## src/rtl/arb_pkg.sv

```systemverilog
// Shared types and helpers for the four-way round-robin arbiter.
package arb_pkg;
  localparam int N_REQ = 4;

  typedef enum logic {
    IDLE  = 1'b0,
    GRANT = 1'b1
  } state_t;

  function automatic logic [N_REQ-1:0] onehot2(input logic [1:0] idx);
    onehot2 = 4'b0001 << idx;
  endfunction
endpackage

```

## src/rtl/rr_pick4.sv

```systemverilog
// Combinational wrap-around search: first set bit of i_vec at or after i_start.
module rr_pick4
  import arb_pkg::*;
(
  input  logic [N_REQ-1:0] i_vec,
  input  logic [1:0]       i_start,
  output logic             o_found,
  output logic [1:0]       o_idx
);

  // Walk from the farthest offset down so the nearest hit is written last.
  always_comb begin
    o_found = 1'b0;
    o_idx   = i_start;
    for (int k = N_REQ - 1; k >= 0; k--) begin
      logic [1:0] w_pos;
      w_pos = i_start + 2'(k);
      if (i_vec[w_pos]) begin
        o_found = 1'b1;
        o_idx   = w_pos;
      end
    end
  end

endmodule

```

## src/rtl/rr_arb4.sv

```systemverilog
// Four-requester round-robin arbiter with a bounded hold, driving a 4->1 mux select.
module rr_arb4
  import arb_pkg::*;
#(
  parameter int MAX_HOLD = 8,
  parameter int CNT_W    = (MAX_HOLD < 1) ? 1 : $clog2(MAX_HOLD + 1)
) (
  input  logic             clk,
  input  logic             rst,
  input  logic [N_REQ-1:0] req,
  output logic [N_REQ-1:0] gnt,
  output logic [1:0]       sel,
  output logic             gnt_valid
);

  localparam logic [CNT_W-1:0] CNT_MAX = CNT_W'(MAX_HOLD);
  localparam logic [CNT_W-1:0] CNT_ONE = CNT_W'(1);

  state_t           r_state, w_state;
  logic [1:0]       r_last, w_last;
  logic [CNT_W-1:0] r_cnt, w_cnt;
  logic [N_REQ-1:0] r_gnt, w_gnt;
  logic [1:0]       r_sel, w_sel;
  logic             r_vld, w_vld;

  logic [N_REQ-1:0] w_own_oh;
  logic [N_REQ-1:0] w_pick_vec;
  logic             w_own_req;
  logic             w_at_limit;
  logic             w_found;
  logic [1:0]       w_idx;

  // While granting, the owner is masked out so the search only finds a successor.
  assign w_own_oh   = onehot2(r_last);
  assign w_pick_vec = (r_state == GRANT) ? (req & ~w_own_oh) : req;
  assign w_own_req  = |(req & w_own_oh);
  assign w_at_limit = (MAX_HOLD != 0) && (r_cnt == CNT_MAX);

  rr_pick4 u_pick (
    .i_vec   (w_pick_vec),
    .i_start (r_last + 2'd1),
    .o_found (w_found),
    .o_idx   (w_idx)
  );

  always_comb begin
    w_state = r_state;
    w_last  = r_last;
    w_cnt   = r_cnt;
    w_gnt   = r_gnt;
    w_sel   = r_sel;
    w_vld   = r_vld;
    case (r_state)
      IDLE: begin
        if (w_found) begin
          w_state = GRANT;
          w_last  = w_idx;
          w_cnt   = CNT_ONE;
          w_gnt   = onehot2(w_idx);
          w_sel   = w_idx;
          w_vld   = 1'b1;
        end
      end
      GRANT: begin
        if ((!w_own_req || w_at_limit) && w_found) begin
          w_last = w_idx;
          w_cnt  = CNT_ONE;
          w_gnt  = onehot2(w_idx);
          w_sel  = w_idx;
        end else if (!w_own_req) begin
          w_state = IDLE;
          w_gnt   = '0;
          w_vld   = 1'b0;
        end else if (w_at_limit) begin
          w_cnt = CNT_ONE;
        end else if (MAX_HOLD != 0) begin
          w_cnt = r_cnt + CNT_ONE;
        end
      end
      default: w_state = IDLE;
    endcase
  end

  always_ff @(posedge clk or posedge rst) begin
    if (rst) begin
      r_state <= IDLE;
      r_last  <= 2'd3;
      r_cnt   <= '0;
      r_gnt   <= '0;
      r_sel   <= 2'd0;
      r_vld   <= 1'b0;
    end else begin
      r_state <= w_state;
      r_last  <= w_last;
      r_cnt   <= w_cnt;
      r_gnt   <= w_gnt;
      r_sel   <= w_sel;
      r_vld   <= w_vld;
    end
  end

  assign gnt       = r_gnt;
  assign sel       = r_sel;
  assign gnt_valid = r_vld;

  a_onehot : assert property (@(posedge clk) disable iff (rst) $onehot0(gnt));
  a_valid  : assert property (@(posedge clk) disable iff (rst) gnt_valid == (|gnt));
  a_sel    : assert property (@(posedge clk) disable iff (rst) gnt_valid |-> (gnt == onehot2(sel)));
  a_selchg : assert property (@(posedge clk) disable iff (rst)
                              (sel != $past(sel)) |-> (gnt_valid && (!$past(gnt_valid) || gnt != $past(gnt))));

endmodule
```

## config.mk

```make
export PLATFORM = sky130hd
export DESIGN_NAME = rr_arb4
export DESIGN_NICKNAME = d
export VERILOG_FILES = /design/src/rtl/arb_pkg.sv /design/src/rtl/rr_pick4.sv /design/src/rtl/rr_arb4.sv
export SDC_FILE = /design/constraint.sdc
export NUM_CORES = 1
export LEC_CHECK = 0
export ABC_AREA = 1
export ABC_CLOCK_PERIOD_IN_PS = 2500
export BUFFER_PORTS_ARGS = -buffer_cell sky130_fd_sc_hd__buf_2
export CAP_MARGIN = 40
export CORE_MARGIN = 3
export CORE_UTILIZATION = 35
export CTS_CLUSTER_DIAMETER = 50
export DETAILED_ROUTE_END_ITERATION = 12
export PLACE_DENSITY_LB_ADDON = 0.2
export SETUP_SLACK_MARGIN = 0.1
export SYNTH_ARGS = -nofsm -noshare
export SYNTH_HDL_FRONTEND = slang
export SYNTH_SLANG_ARGS = --single-unit
```

## constraint.sdc

```tcl
create_clock -name clk -period 2.5 [get_ports clk]
set_input_delay 0.125 -clock clk [delete_from_list [all_inputs] [get_ports clk]]
set_output_delay 0.125 -clock clk [all_outputs]
set_load 0.005 [all_outputs]
```

Word-level counts from Yosys, hierarchy flattened
Cells that the tools add are included.
{"block": "word_totals", "output_inout_bits": 7, "word_cells": 73, "input_bits": 6, "regBits": 14}
{"block": "classes", "n_eq_ne": 7, "n_bitwise": 4, "n_reduce_logical": 8, "order_cmp": 4, "mux": 37, "shifts": 2, "n_addsub": 5}
{"cell": "two-way mux 4 bit", "n": 8}
{"cell": "case mux 4 bit (2 select lines)", "n": 2}
{"cell": "two-way mux 1 bit", "n": 14}
{"cell": "< comparator 2 x 3 -> 1 bit, second input constant", "n": 4}
{"cell": "two-way mux 2 bit", "n": 6}
{"cell": "AND 4 bit", "n": 2}
{"cell": "binary-select mux 1 bit (select 2 bit)", "n": 4}
{"cell": "<< shifter 1 x 2 -> 4 bit, first input constant", "n": 2}
{"cell": "!= test 2 bit, second input constant", "n": 3}
{"cell": "AND reduction 2 bit", "n": 3}
{"cell": "adder 2 x 1 -> 2 bit, second input constant", "n": 2}
{"cell": "adder 2 bit, second input constant", "n": 2}
{"cell": "adder 4 x 1 -> 4 bit, second input constant", "n": 1}
{"cell": "equality test 4 bit, second input constant", "n": 1}
{"cell": "NOT 4 bit", "n": 1}
{"cell": "case mux 1 bit (2 select lines)", "n": 2}
{"cell": "case mux 2 bit (2 select lines)", "n": 1}
{"cell": "OR reduction 4 bit", "n": 1}
{"cell": "!= test 3 x 1 -> 1 bit, second input constant", "n": 1}
{"cell": "!= test 3 x 2 -> 1 bit, second input constant", "n": 1}
{"cell": "AND reduction 3 bit", "n": 1}
{"cell": "!= test 2 x 1 -> 1 bit, second input constant", "n": 1}
{"cell": "logical AND 1 bit", "n": 1}
{"cell": "zero test 1 bit", "n": 1}
{"cell": "other kinds (2)", "n": 2}

Logic depth before layout (Yosys ltp)
Gate-level depths: netlist of run 1.
{"block": "depth", "depth_word": 13, "mapped_depth": 15, "mapped_depth_nobuf": 14}

Cells and area by module
From an unflattened synthesis of run 1, not the netlist that was laid out.
{"block": "hier_totals", "cells_unflattened": 151, "area_unflattened_um2": 1042.2}
{"mod": "rr_arb4", "area_per_inst_um2": 808.3, "seq_area_each_um2": 352.8, "cells_each": 98, "n_inst": 1}
{"mod": "rr_pick4", "area_per_inst_um2": 234.0, "seq_area_each_um2": 0.0, "cells_each": 53, "n_inst": 1}

Worst setup path before layout of run 1
No wires, ideal clock.
{"block": "synth_timing", "path_kind": "reg2reg", "from": "reg r_last[0]", "to": "reg r_gnt[2], in the netlist gnt[2]", "path_stages_with_launch": 14, "slack_ns": 0.527, "synth_period_minus_slack_ns": 1.973, "setup_time_ns": 0.117, "n_path_buf": 1, "t_required_ns": 2.383, "arrival_time_ns": 1.855, "cell_sequence": "dfstp_2 buf_6 inv_8 ha_1 xor2_1 nand2_1 nand2_1 inv_1 nand2_1 nand2_1 nand2_1 inv_1 nand3_1 nand2_1"}
{"block": "synth_via", "elab_chain_len": 13, "elab_cells_between_ends": 36, "classes_between": "add/sub (4); eq/ne (2); shift (2); mux (20); bitwise (3); reduce/logical (5)"}
{"item": "start: declaration", "line": "rr_arb4.sv:20", "text": "logic [1:0] r_last, w_last;"}
{"item": "start signal: assignment", "line": "rr_arb4.sv:94", "text": "r_last <= w_last;"}
{"item": "parallel branches: the longest is 13 deep, another holds adder 2 x 1 -> 2 bit"}
{"item": "end signal: assignment", "line": "rr_arb4.sv:96", "text": "r_gnt <= w_gnt;"}
{"item": "end: declaration", "line": "rr_arb4.sv:22", "text": "logic [N_REQ-1:0] r_gnt, w_gnt;"}
Several ways; the timed one is not identified. The select of a mux whose other input is x is not followed.
A chain may end at the register's enable or synchronous reset.

Worst setup path after layout of run 1
{"block": "layout_timing", "from": "reg r_last[0]", "to": "reg r_gnt[3], in the netlist gnt[3]"}
The elaborated chain is that of the path after synthesis.

==> results.yml, run 1 <==
worst_setup_path:
  critical_path.top_delay_family: "flip-flops"
  r2r_cells: 12
  arrival_ns: 2.36
  cpMostUsedCell: "nand2_1"
  r2r_slack_ns: 0.32
  reg2reg_from: "r_last[0]"
  cp.required_ns: 2.68
  cp_num_buf_inv: 3
  crit_path_start_kind: "register"
  cp_slowest_cell: "dfstp_4"
  crit_cells: 12
  crit_path_max_incr_delay_ns: 0.74
  cp-end-kind: "register"
  rr_endpoint: "gnt[3]"
  crit_type: "reg2reg"
  path_cells: "inv_8, ha_1, xor2_1, nand2_1, nand2_1, inv_1, nand2_1, nand2_1, nand2_1, inv_1, nand3_1, nand2_1"
  critPathMaxFanout: 13
drt:
  drt_iter0_drc: 26
  drt-total-wl_mm: 2.24
  wire_per_inst_um: 10.6
  ant_nets: 0
  drcViolationCount: 0
  drtPass1Iterations: 4
  viasPerCell: 4.60
  via_count: 971
synthesis:
  ys_seq_elements: 14
  yosys_warnings: 0
  syn_inst: 152
  yosys-top-cells-area: "dfrtp_1 (26%), nand2_1 (18%), ha_1 (7.7%), nand3_1 (7.5%), nand3_2 (5.3%)"
  ys_types: 21
  async_reset_ff_share_pct: 100
  seq_area_frac_synth_pct: 31.1
  syn_avg_cell_area_um2: 7.47
  yosys.area.top_type_share_pct: 26.5
  synth_edf_count: 0
  syn_nets: 165
  yosys-top-cells-count: "nand2_1 (54), nand3_1 (17), inv_1 (16), dfrtp_1 (12), nand2_2 (9)"
  synth_ff_type: "dfrtp_1"
  synth.most_common_cell: "nand2_1"
  yosysTopAreaCell: "dfrtp_1"
  netlist_area_mm2: 0.00113
sta:
  setup_viol: 0
  rsz0062_at_grt: "no"
  fin_crit_sh_pct: 87.2
  fmax_mhz: 459
  relSlewSlack_pct: 63.6
  hold_viol_final: 0
  slew_viol_final: 0
  finalSetupTns_ns: 0
  fin_crit_ns: 2.18
  tightest_slew_ns: 0.545
  clock_skew_ns: 0.00686
cells_and_area:
  multi_input_area_um2: 684
  fin_area_mm2: 0.00128
  seqCellArea_um2: 357
  areaGrowthSynthToFinish_pct: 12.6
  fillers: 335
  stdcell_count: 211
  finalCoreUtilization_pct: 41.5
  nets: 181
  antenna_cells: 0
  drive_gt1_share_pct: 27.5
floorplan:
  fp.dieH_um: 62.9
  rows: 20
  coreArea_mm2: 0.00308
  io_pins: 13
  dieArea_mm2: 0.00396
  start_util_pct: 36.9
  die_x_um: 62.9
global_routing:
  grt_start_max_net_pins: 15
  track_usage_pct: 12.3
  grt_pass1_vias: 949
  grt_antenna_before_repair: 0
  grt_pass1_wl_mm: 4.02
  grt_overflow: 0
clocking:
  cts_buffers: 3
  clock-sinks: 14
  clock-root-buffer: "clkbuf_4"
  htree_num_levels: 1
  cts.clk_slew.worst_paths_ns: 0.09
  cts_tree: "done"
  clkLatencyLatePin_ns: 0.28
  clk_path_buf_depth: 2
placement:
  placedCellCount: 206
  hpwl_mm: 1.78
  placed_cell_area_mm2: 0.00123
  io_buffer_count: 12
  place_congestion: 0.810
min_path:
  min_path_type: "in2async"
flow_run:
  drv_cap: 0
outcome:
  status: "complete, no violations"
worst max-delay path by stage:
stage	start	endpoint	slack (ns)
6_report	r_last[0]	gnt[3]	0.32
5_1_grt	r_last[0]	gnt[3]	0.11
4_1_cts	r_last[0]	gnt[3]	0.27
3_5_place_dp	r_last[0]	gnt[2]	0.30
3_3_place_gp	r_last[0]	gnt[2]	0.34
2_1_floorplan	r_last[0]	gnt[2]	0.53
registers in the layout, summed over array words and instances (netlist names):
register and cells:
gnt 4, sel 2, r_last 2, r_state 1, gnt_valid 1, r_cnt 4
layer usage:
| metal | vias up | track usage [%] | part of all wire [%] |
|---|---|---|---|
| li1 | 508 | - | - |
| met1 | 449 | 16.0 | 50 |
| met2 | 12 | 20.9 | 47 |
| met3 | 2 | 3.24 | 2.4 |
| met4 | 0 | 1.65 | 0.31 |
| met5 | - | 0 | 0 |
area by class of cell:
cell class | count | area share [%]
sequential | 14 | 27.9
multi-input combinational | 118 | 53.6
inverter | 18 | 5.88
tap | 44 | 4.31
clock buffer | 4 | 2.84
timing repair buffer | 13 | 5.48
through the flow:
step | setup WS (ns) | hold slack, ns
after floorplan | 0.527 | 0.0128
after global placement | 0.344 | 0.196
after detailed placement | 0.296 | 0.205
after CTS | 0.273 | 0.435
after global routing | 0.106 | 0.468
final | 0.320 | 0.422
cell usage in the layout (no fill, tap or decap), drive strengths merged:
| cell type | Yosys | final |
|---|---|---|
| clkbuf | 0 | 4 |
| xor2 | 2 | 2 |
| ha | 7 | 7 |
| dfstp | 2 | 2 |
| dlygate4sd3 | 0 | 1 |
| nor2 | 9 | 9 |
| a22o | 1 | 1 |
| dfrtp | 12 | 12 |
| buf | 2 | 12 |
| o21ai | 7 | 7 |
| inv | 18 | 18 |
| nand3 | 23 | 23 |
| nand4 | 2 | 2 |
| nand2 | 67 | 67 |
cells by family (layout without fill, tap and decap cells):
family | after synthesis | in the layout | share of synthesized area (%)
fa+ha+maj | 7 | 7 | 7.72
simple gates | 101 | 101 | 46.5
flops | 14 | 14 | 31.1
compound gates | 8 | 8 | 4.52
xor+xnor | 2 | 2 | 1.54
buf+inv | 20 | 35 | 8.60
worst reg2reg max path, cell delays in order, from the launching register on:
cell and delay [ns]:
dfstp_4 0.74, inv_8 0.07, ha_1 0.36, xor2_1 0.26
nand2_1 0.12, nand2_1 0.07, inv_1 0.03, nand2_1 0.05
nand2_1 0.04, nand2_1 0.09, inv_1 0.08, nand3_1 0.09
nand2_1 0.06
repair_timing:
item / in CTS / in global routing
resized for setup: 0 / 1
hold endpoints to repair: 12 / 0
hold buffers: 1 / 0
endpoints found under the setup margin: 0 / 4
setup buffers: 0 / 0
Power of run 1 is not shown: default switching activity piles up to over one toggle a cycle in this logic, so the estimate is an artifact.
==> run 2: changes to the inputs <==
--- a/config.mk
+++ b/config.mk
@@ -6,14 +6,12 @@
 export NUM_CORES = 1
 export LEC_CHECK = 0
 export ABC_AREA = 1
-export ABC_CLOCK_PERIOD_IN_PS = 2500
 export BUFFER_PORTS_ARGS = -buffer_cell sky130_fd_sc_hd__buf_2
 export CAP_MARGIN = 40
 export CORE_MARGIN = 3
 export CORE_UTILIZATION = 35
 export CTS_CLUSTER_DIAMETER = 50
 export DETAILED_ROUTE_END_ITERATION = 12
-export PLACE_DENSITY_LB_ADDON = 0.2
 export SETUP_SLACK_MARGIN = 0.1
 export SYNTH_ARGS = -nofsm -noshare
 export SYNTH_HDL_FRONTEND = slang
==> constraint.sdc (replaced) <==
create_clock -name clk -period 2.5 [get_ports clk]
set_input_delay 0.125 -clock clk [delete_from_list [all_inputs] [get_ports clk]]
set_output_delay 0.125 -clock clk [all_outputs]
set_load 0.1 [all_outputs]
==> run 2 against run 1 <==
Sequential share of layout area unchanged. Via count down 1.3%. Highest routed layer is now met3. Flip-flop and latch count unchanged. Critical path depth down 1. Non-clock buffer count unchanged. Largest cell class unchanged. Hold slack worse by 0.0058 ns.
==> results.yml, run 2 (synthesized netlist as in run 1, its figures left out) <==
outcome:
  status: "complete, no violations"
drt:
  viasPerCell: 4.54
  drt_iter0_drc: 26
  drt-total-wl_mm: 2.20
  via_count: 958
  wire_per_inst_um: 10.4
  ant_nets: 0
  drcViolationCount: 0
  drtPass1Iterations: 4
cells_and_area:
  fillers: 325
  antenna_cells: 0
  areaGrowthSynthToFinish_pct: 12.6
  nets: 181
  drive_gt1_share_pct: 27.5
  final_cell_mix: "nand2_1 (54), nand3_1 (17), inv_1 (16), dfrtp_1 (12), buf_2 (12)"
  final_common_cell: "nand2_1"
sta:
  fin_crit_sh_pct: 87.5
  slew_viol_final: 0
  finalSetupTns_ns: 0
  fin_crit_ns: 2.19
  fmax_mhz: 457
  relSlewSlack_pct: 64.7
  tightest_slew_ns: 0.529
  hold_viol_final: 0
  rsz0062_at_grt: "no"
  clock_skew_ns: 0.00217
  setup_viol: 0
clocking:
  cts_tree: "done"
  clock-sinks: 14
  clkLatencyLatePin_ns: 0.27
  clock-root-buffer: "clkbuf_4"
  clk_path_buf_depth: 2
  htree_num_levels: 1
  cts_setup_buffers: 0
  cts.clk_slew.worst_paths_ns: 0.09
  cts_buffers: 3
worst_setup_path:
  cp.required_ns: 2.70
  crit_cells: 11
  critical_path.top_delay_family: "flip-flops"
  cpMostUsedCell: "nand2_1"
  crit_type: "reg2reg"
  arrival_ns: 2.39
  cp_slowest_cell: "dfstp_4"
  path_cells: "inv_8, ha_1, xor2_1, inv_1, nand2_1, nand3_2, nand2_1, nand2_1, nand2_2, nand2_1, o21ai_1"
  cp_num_buf_inv: 2
  r2r_cells: 11
  crit_path_start_kind: "register"
  cp-end-kind: "register"
  critPathMaxFanout: 13
  crit_path_max_incr_delay_ns: 0.74
flow_run:
  drv_cap: 0
floorplan:
  fp.dieH_um: 62.9
  dieArea_mm2: 0.00396
  die_x_um: 62.9
  coreArea_mm2: 0.00308
  rows: 20
  io_pins: 13
  start_util_pct: 36.9
global_routing:
  grt_pass1_vias: 885
  grt_start_max_net_pins: 15
  grt_antenna_before_repair: 0
  track_usage_pct: 11.5
  grt_pass1_wl_mm: 3.82
  grt_overflow: 0
placement:
  place_congestion: 0.776
  io_buffer_count: 12
  hpwl_mm: 1.75
min_path:
  min_path_type: "in2async"
[run 2: cell counts in the layout (fill, tap and decap cells not counted)]
Identical to the previous run, type by type.
[run 2: worst paths after layout]
check	from	endpoint	slack, ns
max	r_last[0]	r_last[0]	0.31
min	rst	gnt[3]	0.42
max reg2reg	r_last[0]	r_last[0]	0.31
min reg2reg	gnt[1]	gnt[1]	0.49
max in group asynchronous	rst	r_last[1]	1.72
min in group clk	req[2]	r_cnt[2]	0.45
[run 2: cell type report]
type / instances / area (um^2) / area share [%]
Multi-Input combinational cell: 118 / 684 / 53.6
Sequential cell: 14 / 357 / 27.9
Inverter: 18 / 75.1 / 5.88
Timing Repair Buffer: 13 / 70.1 / 5.48
Tap cell: 44 / 55.1 / 4.31
Clock buffer: 4 / 36.3 / 2.84
[run 2: through the flow]
step,cell area (um^2),hold slack [ns],cells,setup WS (ns),util [%]
after floorplan,1130,0.0128,152,0.525,-
after global placement,1230,0.183,206,0.381,39.9
after detailed placement,1230,0.199,206,0.290,39.9
after CTS,1270,0.439,211,0.279,41.4
after global routing,1280,0.466,211,0.124,41.5
final,1280,0.416,211,0.313,41.5
[run 2: worst reg2reg max path: stages, from the launching register on]
cell	delay, ns
dfstp_4	0.74
inv_8	0.07
ha_1	0.37
xor2_1	0.26
inv_1	0.06
nand2_1	0.10
nand3_2	0.10
nand2_1	0.09
nand2_1	0.06
nand2_2	0.08
nand2_1	0.09
o21ai_1	0.10
[run 2: repair_timing]
action / in CTS / in global routing
hold buffers: 1 / 0
setup endpoints to repair: 0 / 4
resized for setup: 0 / 1
endpoints found under the hold margin: 12 / 0
[run 2: layer usage]
layer	track usage (%)	routed length [um]	up-vias
met5	0	0	-
met2	19.4	1040	12
met1	15.5	1090	437
met3	2.34	69	0
li1	-	-	509
met4	1.65	0	0
Power of run 2 is left out for the same reason.
==> run 3: changes to the inputs <==
--- a/config.mk
+++ b/config.mk
@@ -6,12 +6,13 @@
 export NUM_CORES = 1
 export LEC_CHECK = 0
 export ABC_AREA = 1
-export BUFFER_PORTS_ARGS = -buffer_cell sky130_fd_sc_hd__buf_2
+export BUFFER_PORTS_ARGS = -buffer_cell sky130_fd_sc_hd__buf_4
 export CAP_MARGIN = 40
 export CORE_MARGIN = 3
 export CORE_UTILIZATION = 35
 export CTS_CLUSTER_DIAMETER = 50
 export DETAILED_ROUTE_END_ITERATION = 12
+export RECOVER_POWER = 50
 export SETUP_SLACK_MARGIN = 0.1
 export SYNTH_ARGS = -nofsm -noshare
 export SYNTH_HDL_FRONTEND = slang
==> run 3 against run 2 <==
Final area is 1.2% higher. Critical path type unchanged. Register-to-register slack about the same. Fmax decreased by 0.34%. Critical path depth up 1. Flip-flop and latch count is the same. Clock skew up 0.00085 ns. Hold slack improved by 0.025 ns. Clock-buffer cell count stayed put. Routed wire length hardly changed.
==> results.yml, run 3 (synthesized netlist as in run 1, its figures left out) <==
cells_and_area:
  nets: 181
  seqCellArea_um2: 353
  drive_gt1_share_pct: 25.7
  antenna_cells: 0
  fillers: 312
  multi_input_area_um2: 684
  final_common_cell: "nand2_1"
  final_cell_mix: "nand2_1 (54), nand3_1 (17), inv_1 (16), dfrtp_1 (12), nand2_2 (9)"
  areaGrowthSynthToFinish_pct: 13.9
  stdcell_count: 211
worst_setup_path:
  endpoint: "gnt[3]"
  r2r_slack_ns: 0.31
  critPathMaxFanout: 13
  cp_slowest_cell: "dfstp_2"
  rr_endpoint: "gnt[3]"
  crit_cells: 12
  cpMostUsedCell: "nand2_1"
  cp.required_ns: 2.68
  cp_num_buf_inv: 3
  reg2reg_from: "r_last[0]"
  arrival_ns: 2.37
  crit_path_max_incr_delay_ns: 0.75
  critical_path.top_delay_family: "flip-flops"
  path_cells: "inv_8, ha_1, xor2_1, nand2_1, nand2_1, inv_1, nand2_1, nand2_1, nand2_1, inv_1, nand3_1, nand2_1"
  crit_path_start_kind: "register"
  crit_start: "r_last[0]"
  cp-end-kind: "register"
  r2r_cells: 12
  crit_type: "reg2reg"
clocking:
  cts.clk_slew.worst_paths_ns: 0.09
  clock-root-buffer: "clkbuf_4"
  cts-resized-gates: 0
  cts_buffers: 3
  cts_tree: "done"
  cts_setup_buffers: 0
  clkLatencyLatePin_ns: 0.28
  htree_num_levels: 1
  clock-sinks: 14
  clk_path_buf_depth: 2
global_routing:
  grt_antenna_before_repair: 0
  grt_overflow: 0
  track_usage_pct: 12.2
  grt_pass1_vias: 927
  grt_pass1_wl_mm: 3.98
  grt_start_max_net_pins: 15
sta:
  tightest_slew_ns: 1.17
  clock_skew_ns: 0.00302
  fin_crit_sh_pct: 87.8
  setup_viol: 0
  relSlewSlack_pct: 22.1
  finalSetupTns_ns: 0
  rsz0062_at_grt: "no"
  hold_viol_final: 0
  fin_crit_ns: 2.19
  slew_viol_final: 0
  fmax_mhz: 456
placement:
  place_congestion: 0.776
  placedCellCount: 206
  hpwl_mm: 1.77
  io_buffer_count: 12
floorplan:
  coreArea_mm2: 0.00308
  start_util_pct: 36.9
  rows: 20
  die_x_um: 62.9
  fp.dieH_um: 62.9
  dieArea_mm2: 0.00396
  io_pins: 13
min_path:
  min_path_type: "in2async"
drt:
  drt-total-wl_mm: 2.20
  viasPerCell: 4.47
  ant_nets: 0
  drcViolationCount: 0
  wire_per_inst_um: 10.4
  via_count: 943
  drtPass1Iterations: 4
  drt_iter0_drc: 18
outcome:
  status: "complete, no violations"
flow_run:
  drv_cap: 0
[run 3: worst min-delay path by stage]
stage          slack, ns  depth (start not counted)  startpoint  endpoint
3_3_place_gp        0.20                          2         rst    sel[0]
5_1_grt             0.48                          3         rst    sel[0]
4_1_cts             0.44                          7      req[2]  r_cnt[2]
3_5_place_dp        0.21                          2         rst    gnt[3]
6_report            0.44                          3         rst    sel[0]
2_1_floorplan       0.01                          1         rst    gnt[0]
[run 3: layout make-up]
type	count	area share (%)
Clock buffer	4	2.81
Sequential cell	14	27.3
Timing Repair Buffer	13	6.87
Tap cell	44	4.26
Inverter	18	5.81
Multi-Input combinational cell	118	53.0
[run 3: layer usage]
layer / vias up / track usage (%) / share of wire [%]
met5: - / 0 / 0
met4: 0 / 2.48 / 0
met3: 0 / 2.52 / 2.2
met2: 10 / 21.2 / 47
met1: 428 / 15.4 / 50
li1: 505 / - / -
[run 3: repair_timing]
item | 4_1_cts | 5_1_grt
endpoints found under the hold margin | 12 | 0
setup endpoints to repair | 0 | 0
hold buffers | 1 | 0
[run 3: through the flow]
stage               hold WS [ns]  util (%)  setup slack [ns]  cell area, um^2
floorplan                 0.0128         -             0.525             1130
global placement           0.196      40.9             0.400             1260
detailed placement         0.214      40.9             0.323             1260
CTS                        0.444      42.4             0.316             1300
global route               0.477      42.0             0.115             1290
finish                     0.441      42.0             0.306             1290
[run 3: worst register-to-register path, delay by kind of cell (launching register included)]
family / cells / cell delay (ns)
flops: 1 / 0.75
simple gates: 7 / 0.52
fa+ha+maj: 1 / 0.37
buf+inv: 3 / 0.21
xor+xnor: 1 / 0.25
Power of run 3 is left out for the same reason.
